## config.mk

```make
export PLATFORM = sky130hd
export DESIGN_NAME = memory_stage
export DESIGN_NICKNAME = d
export VERILOG_FILES = /design/src/rtl/memory_stage.sv
export SDC_FILE = /design/constraint.sdc
export NUM_CORES = 1
export LEC_CHECK = 0
export ABC_AREA = 1
export CORE_MARGIN = 3
export CORE_UTILIZATION = 30
export DETAILED_ROUTE_END_ITERATION = 8
export MAX_ROUTING_LAYER = met4
export PLACE_DENSITY_LB_ADDON = 0.12
export SYNTH_ARGS = -nofsm -noshare
export SYNTH_HDL_FRONTEND = slang
export SYNTH_SLANG_ARGS = --single-unit
```

## constraint.sdc

```tcl
create_clock -name clk_i -period 2.45 [get_ports clk_i]
set_clock_uncertainty 0.1 [all_clocks]
set_input_delay 0.49 -clock clk_i [delete_from_list [all_inputs] [get_ports clk_i]]
set_output_delay 0.49 -clock clk_i [all_outputs]
set_load 0.01 [all_outputs]
```

## src/rtl/memory_stage.sv

```systemverilog
// memory_stage: rvga load/store stage with valid/ready data-memory port and stall generation
package rvga_pkg;
  typedef logic [31:0] rvga_word;
  typedef struct packed {
    logic [2:0] funct3;
    logic       dmem_r_v;
    logic       dmem_w_v;
    logic       rf_w_v;
    logic [4:0] rd_addr;
  } rvga_cword;
  typedef struct packed {
    rvga_word pc;
    rvga_word alu_result;
    rvga_word ld_result;
  } rvga_dword;
endpackage

module memory_stage
  import rvga_pkg::*;
#(
  parameter int data_width_p = 32
) (
  input  logic                    clk_i,
  input  logic                    rst_i,
  input  logic                    stall_v_i,
  input  rvga_cword               cword_i,
  input  rvga_dword               dword_i,
  input  logic [data_width_p-1:0] alu_result_i,
  input  logic [data_width_p-1:0] st_data_i,
  output rvga_cword               cword_o,
  output rvga_dword               dword_o,
  output logic [data_width_p-1:0] rd_data_o,
  output logic                    stall_v_o,
  output logic                    misalign_v_o,
  output logic                    dmem_v_o,
  output logic                    dmem_w_o,
  output logic [data_width_p-1:0] dmem_addr_o,
  output logic [data_width_p-1:0] dmem_wdata_o,
  output logic [3:0]              dmem_wmask_o,
  input  logic                    dmem_ready_i,
  input  logic                    dmem_rdata_v_i,
  input  logic [data_width_p-1:0] dmem_rdata_i
);
  typedef enum logic [1:0] {IDLE, REQ, RESP} state_e;
  state_e                  state_q, state_d;
  rvga_cword               cword_q;
  rvga_dword               dword_q, dword_d;
  logic [data_width_p-1:0] st_q, s, ld_ext;
  logic [1:0]              a;
  logic [2:0]              f3;
  logic                    capture, unused_dword;
  function automatic logic aligned(input logic [2:0] fn, input logic [1:0] lo);
    return (fn[1:0] == 2'b00) | ((fn[1:0] == 2'b01) & ~lo[0]) | (lo == 2'b00);
  endfunction
  // execute's alu/ld fields are superseded by this stage's own values
  assign unused_dword = ^{dword_i.alu_result, dword_i.ld_result};
  assign stall_v_o = state_q != IDLE;
  assign capture = ~stall_v_i & ~stall_v_o;
  assign a = dword_q.alu_result[1:0];
  assign f3 = cword_q.funct3;
  assign s = dmem_rdata_i >> {a, 3'b000};
  assign ld_ext = f3 == 3'b000 ? {{24{s[7]}}, s[7:0]} :
                  f3 == 3'b001 ? {{16{s[15]}}, s[15:0]} :
                  f3 == 3'b100 ? {24'b0, s[7:0]} :
                  f3 == 3'b101 ? {16'b0, s[15:0]} : s;
  always_comb begin
    state_d = state_q;
    case (state_q)
      IDLE:    state_d = capture && (cword_i.dmem_r_v || cword_i.dmem_w_v) &&
                         aligned(cword_i.funct3, alu_result_i[1:0]) ? REQ : IDLE;
      REQ:     state_d = !dmem_ready_i ? REQ : cword_q.dmem_w_v ? IDLE : RESP;
      RESP:    state_d = dmem_rdata_v_i ? IDLE : RESP;
      default: state_d = IDLE;
    endcase
  end
  always_comb begin
    dword_d = dword_q;
    if (capture) begin
      dword_d = dword_i;
      dword_d.alu_result = alu_result_i;
      dword_d.ld_result = '0;
    end else if (state_q == RESP && dmem_rdata_v_i) begin
      dword_d.ld_result = ld_ext;
    end
  end
  always_ff @(posedge clk_i or negedge rst_i) begin
    if (!rst_i) begin
      state_q <= IDLE;
      cword_q <= '0;
      dword_q <= '0;
      st_q    <= '0;
    end else begin
      state_q <= state_d;
      dword_q <= dword_d;
      if (capture) begin
        cword_q <= cword_i;
        st_q    <= st_data_i;
      end
    end
  end
  assign cword_o = stall_v_o ? '0 : cword_q;
  assign dword_o = dword_q;
  assign rd_data_o = cword_q.dmem_r_v ? dword_q.ld_result : dword_q.alu_result;
  assign misalign_v_o = (cword_q.dmem_r_v | cword_q.dmem_w_v) & ~aligned(f3, a);
  assign dmem_v_o = state_q == REQ;
  assign dmem_w_o = cword_q.dmem_w_v;
  assign dmem_addr_o = {dword_q.alu_result[31:2], 2'b00};
  assign dmem_wdata_o = f3[1:0] == 2'b00 ? {4{st_q[7:0]}} :
                        f3[1:0] == 2'b01 ? {2{st_q[15:0]}} : st_q;
  assign dmem_wmask_o = !cword_q.dmem_w_v ? 4'b0000 :
                        f3[1:0] == 2'b00 ? 4'b0001 << a :
                        f3[1:0] == 2'b01 ? 4'b0011 << a : 4'b1111;
endmodule

```

==> results of run 1 <==
[registers in the layout (all words and copies together), names as in the netlist]
register     count
st_q            32
dmem_addr_o     30
f3               3
dmem_w_o         1
cword_q          7
dword_o         66
state_q          2
[area by class of cell]
cell class                      count  area [um^2]
Tap cell                          319          399
Fill cell                        2449        12200
Timing Repair Buffer              378         3820
Inverter                           41          158
Sequential cell                   141         3530
Clock inverter                     14          184
Multi-Input combinational cell    747         3140
Clock buffer                       17          425
[placed cells by master (no fill, tap or decap), drive strengths merged]
cell and n:
a21oi 17, buf 25, bufinv 3, clkbuf 18, clkdlybuf4s50 304, clkinv 4, clkinvlp 3, conb 2
dfrtp 141, dlygate4sd2 32, dlygate4sd3 1, dlymetal6s2s 15, ha 4, inv 45, nand2 592, nand3 15
nor2 27, nor3 1, o211ai 12, o21ai 64, o21bai 8, o22ai 3, o31ai 1, o32ai 1
[final timing paths]
check,start,end,slack (ns),cells past startpoint
worst max-delay path,cword_q[7],rd_data_o[9],0.09,5
worst min-delay path,dword_o[92],dword_o[92],0.37,2
worst max register to register,dword_o[32],dword_o[15],0.62,9
worst min register to register,dword_o[92],dword_o[92],0.37,2
max in group asynchronous,rst_i,dmem_addr_o[26],1.12,3
min in group asynchronous,rst_i,dmem_addr_o[7],0.51,2
[power by group through the flow]
stage	Clock (uW)	Sequential, uW	Combinational (uW)
after global placement	0	3410	5320
after detailed placement	0	3420	5320
after floorplan	0	3490	2510
after global routing	2910	3480	5690
final	2720	3390	5150
after CTS	2800	3400	5210
[logic make-up after synthesis]
| group | count (synthesis) | share of synthesized area [%] |
|---|---|---|
| flip-flops | 141 | 47.5 |
| buffers and inverters | 137 | 10.4 |
| AND/OR/NAND/NOR | 635 | 33.2 |
| adder cells (fa/ha/maj) | 4 | 0.674 |
| AO/OA/AOI/OAI | 106 | 8.15 |
| other | 1 | 0.0505 |
[metal layers]
| layer | global-route usage [%] | vias up | share of wire, % |
|---|---|---|---|
| li1 | - | 3714 | - |
| met1 | 25.2 | 3403 | 42 |
| met2 | 33.2 | 249 | 48 |
| met3 | 6.77 | 21 | 8.6 |
| met4 | 4.38 | 0 | 1.0 |
| met5 | - | - | 0 |
[stage by stage]
stage,std cells,setup WS (ns),util [%],area (um^2),setup TNS [ns]
after floorplan,1025,0.347,-,7430,0
after global placement,1622,0.286,45.9,11000,0
after detailed placement,1622,0.261,45.9,11000,0
after CTS,1654,-0.000466,48.4,11600,-0.000823
after global routing,1657,-0.00692,48.8,11700,-0.0190
final,1657,0.0926,48.8,11700,0
[what timing repair did]
item,in CTS,in global routing
cloned,0,1
resized for setup,39,21
hold endpoints to repair,48,0
setup buffers,0,2
hold buffers,1,0
endpoints found under the setup margin,51,38
[critical path: cells and delay by family (launching register included)]
kind	cells	cell delay (ns)
buffers and inverters	3	0.78
flip-flops	1	0.43
AND/OR/NAND/NOR	2	0.13
==> qor.yml, run 1 <==
routed_wirelength_mm: 26.9
remaining_drc_errors: 0
num_rows: 56
synth_most_common_cell: "sky130_fd_sc_hd__nand2_1"
ys_types: 30
synth.cell_area_mm2: 0.00743
power.leakage_uw: 0.00596
cts_root_buffer: "sky130_fd_sc_hd__clkbuf_16"
drt_pre_antenna_iters: 4
area_growth_syn_to_layout_pct: 57.0
htreeDepth: 4
cts.clk_slew.worst_paths_ns: 0.06
gpl.final_weighted_congestion: 0.842
crit_slowest_cell: "sky130_fd_sc_hd__clkdlybuf4s50_1"
initial_utilization_pct: 31.1
vias: 7387
nets: 1538
netlist_instances: 1024
power_switching_share_pct: 37.7
power.share.combinational_pct: 45.7
wp_data_arrival_ns: 1.77
power.internal_uw: 7020
cp_slowest_stage_delay_ns: 0.52
hold_path.class: "register to register"
synth-edff-count: 0
syn-mean-instance-area_um2: 7.26
insertedDiodeCount: 0
iteration_0_drc_markers: 384
top_level_ports: 419
critical_path_required_ns: 1.86
die-width_um: 163
wire_per_inst_um: 16.2
max_cap_violations: 0
tritoncts: "done"
seqPwrFrac_pct: 30.1
min_period_ns: 2.36
ys_top_cells_by_count: "584 x sky130_fd_sc_hd__nand2_1, 141 x sky130_fd_sc_hd__dfrtp_1, 60 x sky130_fd_sc_hd__o21ai_0"
grt.total_usage_pct: 20.5
dominantRegCellSynth: "sky130_fd_sc_hd__dfrtp_1"
totalPowerFinal_uw: 11300
synth_top_cells_by_area: "sky130_fd_sc_hd__dfrtp_1 47%, sky130_fd_sc_hd__nand2_1 30%, sky130_fd_sc_hd__buf_4 4.9%"
status: "finished clean"
p_sw_uw: 4250
worst_setup_path_start_kind: "register"
antenna_violations_before_repair: 0
maximum_buffer_depth_of_the_clock_tree: 2
yosys.area.top_type: "sky130_fd_sc_hd__dfrtp_1"
critical_path.cell_chain: "inv_2 -> buf_12 -> nand2_2 -> nand2_1 -> clkdlybuf4s50_1"
inserted_clock_buffers: 17
worst-path-max-fanout: 19
timing.fmax_mhz: 424
share_clk_of_total_power_pct: 24.2
post_route_cells_drive_above_1_share_pct: 6.50
power_density_mw_per_mm2: 966
fp.dieArea_mm2: 0.0267
hpwlAfterDp_mm: 19.7
tightestPinTransition_ns: 0.559
final-setup-viol-count: 0
tcrit_tclk_final_pct: 96.2
floorplan_core_area_mm2: 0.0239
synth_seq_area_share_pct: 47.5
routed_via_density: 4.46
final-hold-violation-count: 0
clock_sinks: 141
final_antenna_violating_net_count: 0
worst-setup-path-type: "register to output port"
grt_overflow: 0
drv_slew: 0
synth.ff_latch_count: 141
whs_ns: 0.370
insertion_delay_ns: 0.42
synth-async-reset-ratio_pct: 100
die_y_um: 163
critPathCaptureType: "output port"
grt_pass1_vias: 7335
worst_ir_drop_vdd_uv: 475
synthDominantCellAreaShare_pct: 47.5
buffer_ports.inserted: 352
grt_first_pass_wirelength_mm: 41.5
count_of_synthesis_stage_warnings_from_yosys: 0
grt_max_degree: 119
timing.max_slew.rel_slack_pct: 62.7
Power figures use the tool's default switching activity.
==> run 2: changes to the inputs <==
--- a/config.mk
+++ b/config.mk
@@ -10,7 +10,7 @@
 export CORE_UTILIZATION = 30
 export DETAILED_ROUTE_END_ITERATION = 8
 export MAX_ROUTING_LAYER = met4
-export PLACE_DENSITY_LB_ADDON = 0.12
+export PLACE_DENSITY = 0.76
 export SYNTH_ARGS = -nofsm -noshare
 export SYNTH_HDL_FRONTEND = slang
 export SYNTH_SLANG_ARGS = --single-unit
==> qor.yml, run 2 (synthesis results as in run 1) <==
buffer_ports.inserted: 352
grt_overflow: 0
critPathCaptureType: "output port"
cts_root_buffer: "sky130_fd_sc_hd__clkbuf_16"
final_antenna_violating_net_count: 0
mostFrequentLayoutCell: "sky130_fd_sc_hd__nand2_1"
grt_pass1_vias: 7427
timing.fmax_mhz: 418
timing.reg2reg.setup_slack_ns: 0.58
gpl.final_weighted_congestion: 0.893
worst_hold_path.endpoint: "dword_o[86]"
wp_data_arrival_ns: 1.80
nFillCells: 2272
floorplan_core_area_mm2: 0.0239
ff_to_ff_start: "dword_o[32]"
clock_sinks: 141
critical_path_required_ns: 1.86
die_y_um: 163
final-setup-viol-count: 0
grt_max_degree: 87
wire_per_inst_um: 16.5
grt_first_pass_wirelength_mm: 41.2
vias: 7672
iteration_0_drc_markers: 373
cts.clk_slew.worst_paths_ns: 0.06
maximum_buffer_depth_of_the_clock_tree: 2
remaining_drc_errors: 0
most-common-layout-cells: "584 x sky130_fd_sc_hd__nand2_1, 298 x sky130_fd_sc_hd__clkdlybuf4s50_1, 136 x sky130_fd_sc_hd__dfrtp_1"
power_density_mw_per_mm2: 955
antenna_violations_before_repair: 0
nets: 1541
post_route_cells_drive_above_1_share_pct: 6.71
insertedDiodeCount: 0
num_rows: 56
insertion_delay_ns: 0.41
inserted_clock_buffers: 17
tritoncts: "done"
drt_pre_antenna_iters: 5
die-width_um: 163
hold_path.class: "register to register"
flip_flop_count_of_the_largest_register_after_layout: 66
hold-path-cell-count: 2
placed_cells_incl_taps: 1624
worst-path-max-fanout: 13
initial_utilization_pct: 31.1
status: "finished clean"
area_growth_syn_to_layout_pct: 56.9
drv_slew: 0
worst_setup_path_start_kind: "register"
worstReg2RegEnd: "dword_o[15]"
hpwlAfterDp_mm: 20.4
htreeDepth: 4
routed_via_density: 4.62
worst_r2r_path_depth: 8
tcrit_tclk_final_pct: 97.6
worst_ir_drop_vdd_uv: 463
post_layout_nonfiller_instances: 1661
min_period_ns: 2.39
whs_ns: 0.369
timing.hold.worst.start: "dword_o[86]"
max_cap_violations: 0
power.leakage_uw: 0.00603
fp.dieArea_mm2: 0.0267
top_level_ports: 419
routed_wirelength_mm: 27.4
worst-setup-path-type: "register to output port"
final-hold-violation-count: 0
grt.total_usage_pct: 20.5
## run 2: cell types whose count changed in the layout (fill, tap and decap cells not counted), sizes merged
cell           delta
clkinvlp          +2
dlymetal6s2s      +6
clkinv            -1
inv               +1
clkdlybuf4s50     -6
buf               +4
bufinv            -2
## run 2: how the worst max path moves through the flow
| stage | from | endpoint | slack (ns) |
|---|---|---|---|
| after CTS | cword_q[7] | rd_data_o[0] | 0.004 |
| after global routing | dword_o[32] | dmem_wmask_o[2] | -0.004 |
| after floorplan | dword_o[33] | dmem_wmask_o[2] | 0.35 |
| final | cword_q[7] | rd_data_o[27] | 0.06 |
| after global placement | dword_o[32] | dmem_wmask_o[2] | 0.27 |
| after detailed placement | f3[1] | dmem_wdata_o[10] | 0.25 |
## run 2: through the flow
| step | cell area, um^2 | total power, uW | setup slack, ns | setup TNS [ns] | utilization, % |
|---|---|---|---|---|---|
| detailed placement | 11000 | 8790 | 0.252 | 0 | 46.0 |
| floorplan | 7430 | 6000 | 0.347 | 0 | - |
| finish | 11700 | 11100 | 0.0588 | 0 | 48.8 |
| global route | 11700 | 11900 | -0.00419 | -0.00419 | 48.8 |
| CTS | 11600 | 11300 | 0.00364 | 0 | 48.5 |
| global placement | 11000 | 8690 | 0.275 | 0 | 46.0 |
## run 2: power breakdown
group | leakage [uW] | internal [uW] | switching, uW
registers | 0.00178 | 2910 | 522
clock network | 0.000261 | 1410 | 1090
logic | 0.00399 | 2510 | 2700
total | 0.00603 | 6830 | 4310
## run 2: per-layer routing
| layer | global-route usage (%) | part of all wire [%] | up-vias |
|---|---|---|---|
| met5 | - | 0 | - |
| met4 | 6.00 | 2.3 | 0 |
| met3 | 4.72 | 7.2 | 34 |
| met2 | 35.1 | 50 | 313 |
| met1 | 24.2 | 41 | 3588 |
| li1 | - | - | 3737 |
## run 2: worst max-delay path: stages (launching register included)
cell	delay, ns
sky130_fd_sc_hd__dfrtp_2	0.44
sky130_fd_sc_hd__inv_4	0.12
sky130_fd_sc_hd__buf_12	0.16
sky130_fd_sc_hd__nand2_1	0.07
sky130_fd_sc_hd__nand2_1	0.06
sky130_fd_sc_hd__clkdlybuf4s50_1	0.54
## run 2: area by class of cell
cell class | instances | area, um^2 | area share [%]
repair buffers | 381 | 3860 | 33.1
flip-flops and latches | 141 | 3530 | 30.3
multi-input cells | 747 | 3140 | 26.9
clock buffers | 18 | 429 | 3.68
well taps | 319 | 399 | 3.42
inverters | 41 | 163 | 1.40
clock inverters | 14 | 130 | 1.12
## run 2: repair_timing
action / 4_1_cts / 5_1_grt
hold buffers: 1 / 0
pin swaps: 0 / 1
resized for setup: 45 / 25
setup buffers: 1 / 2
hold endpoints to repair: 35 / 0
endpoints found under the setup margin: 64 / 23
gates cloned: 1 / 0
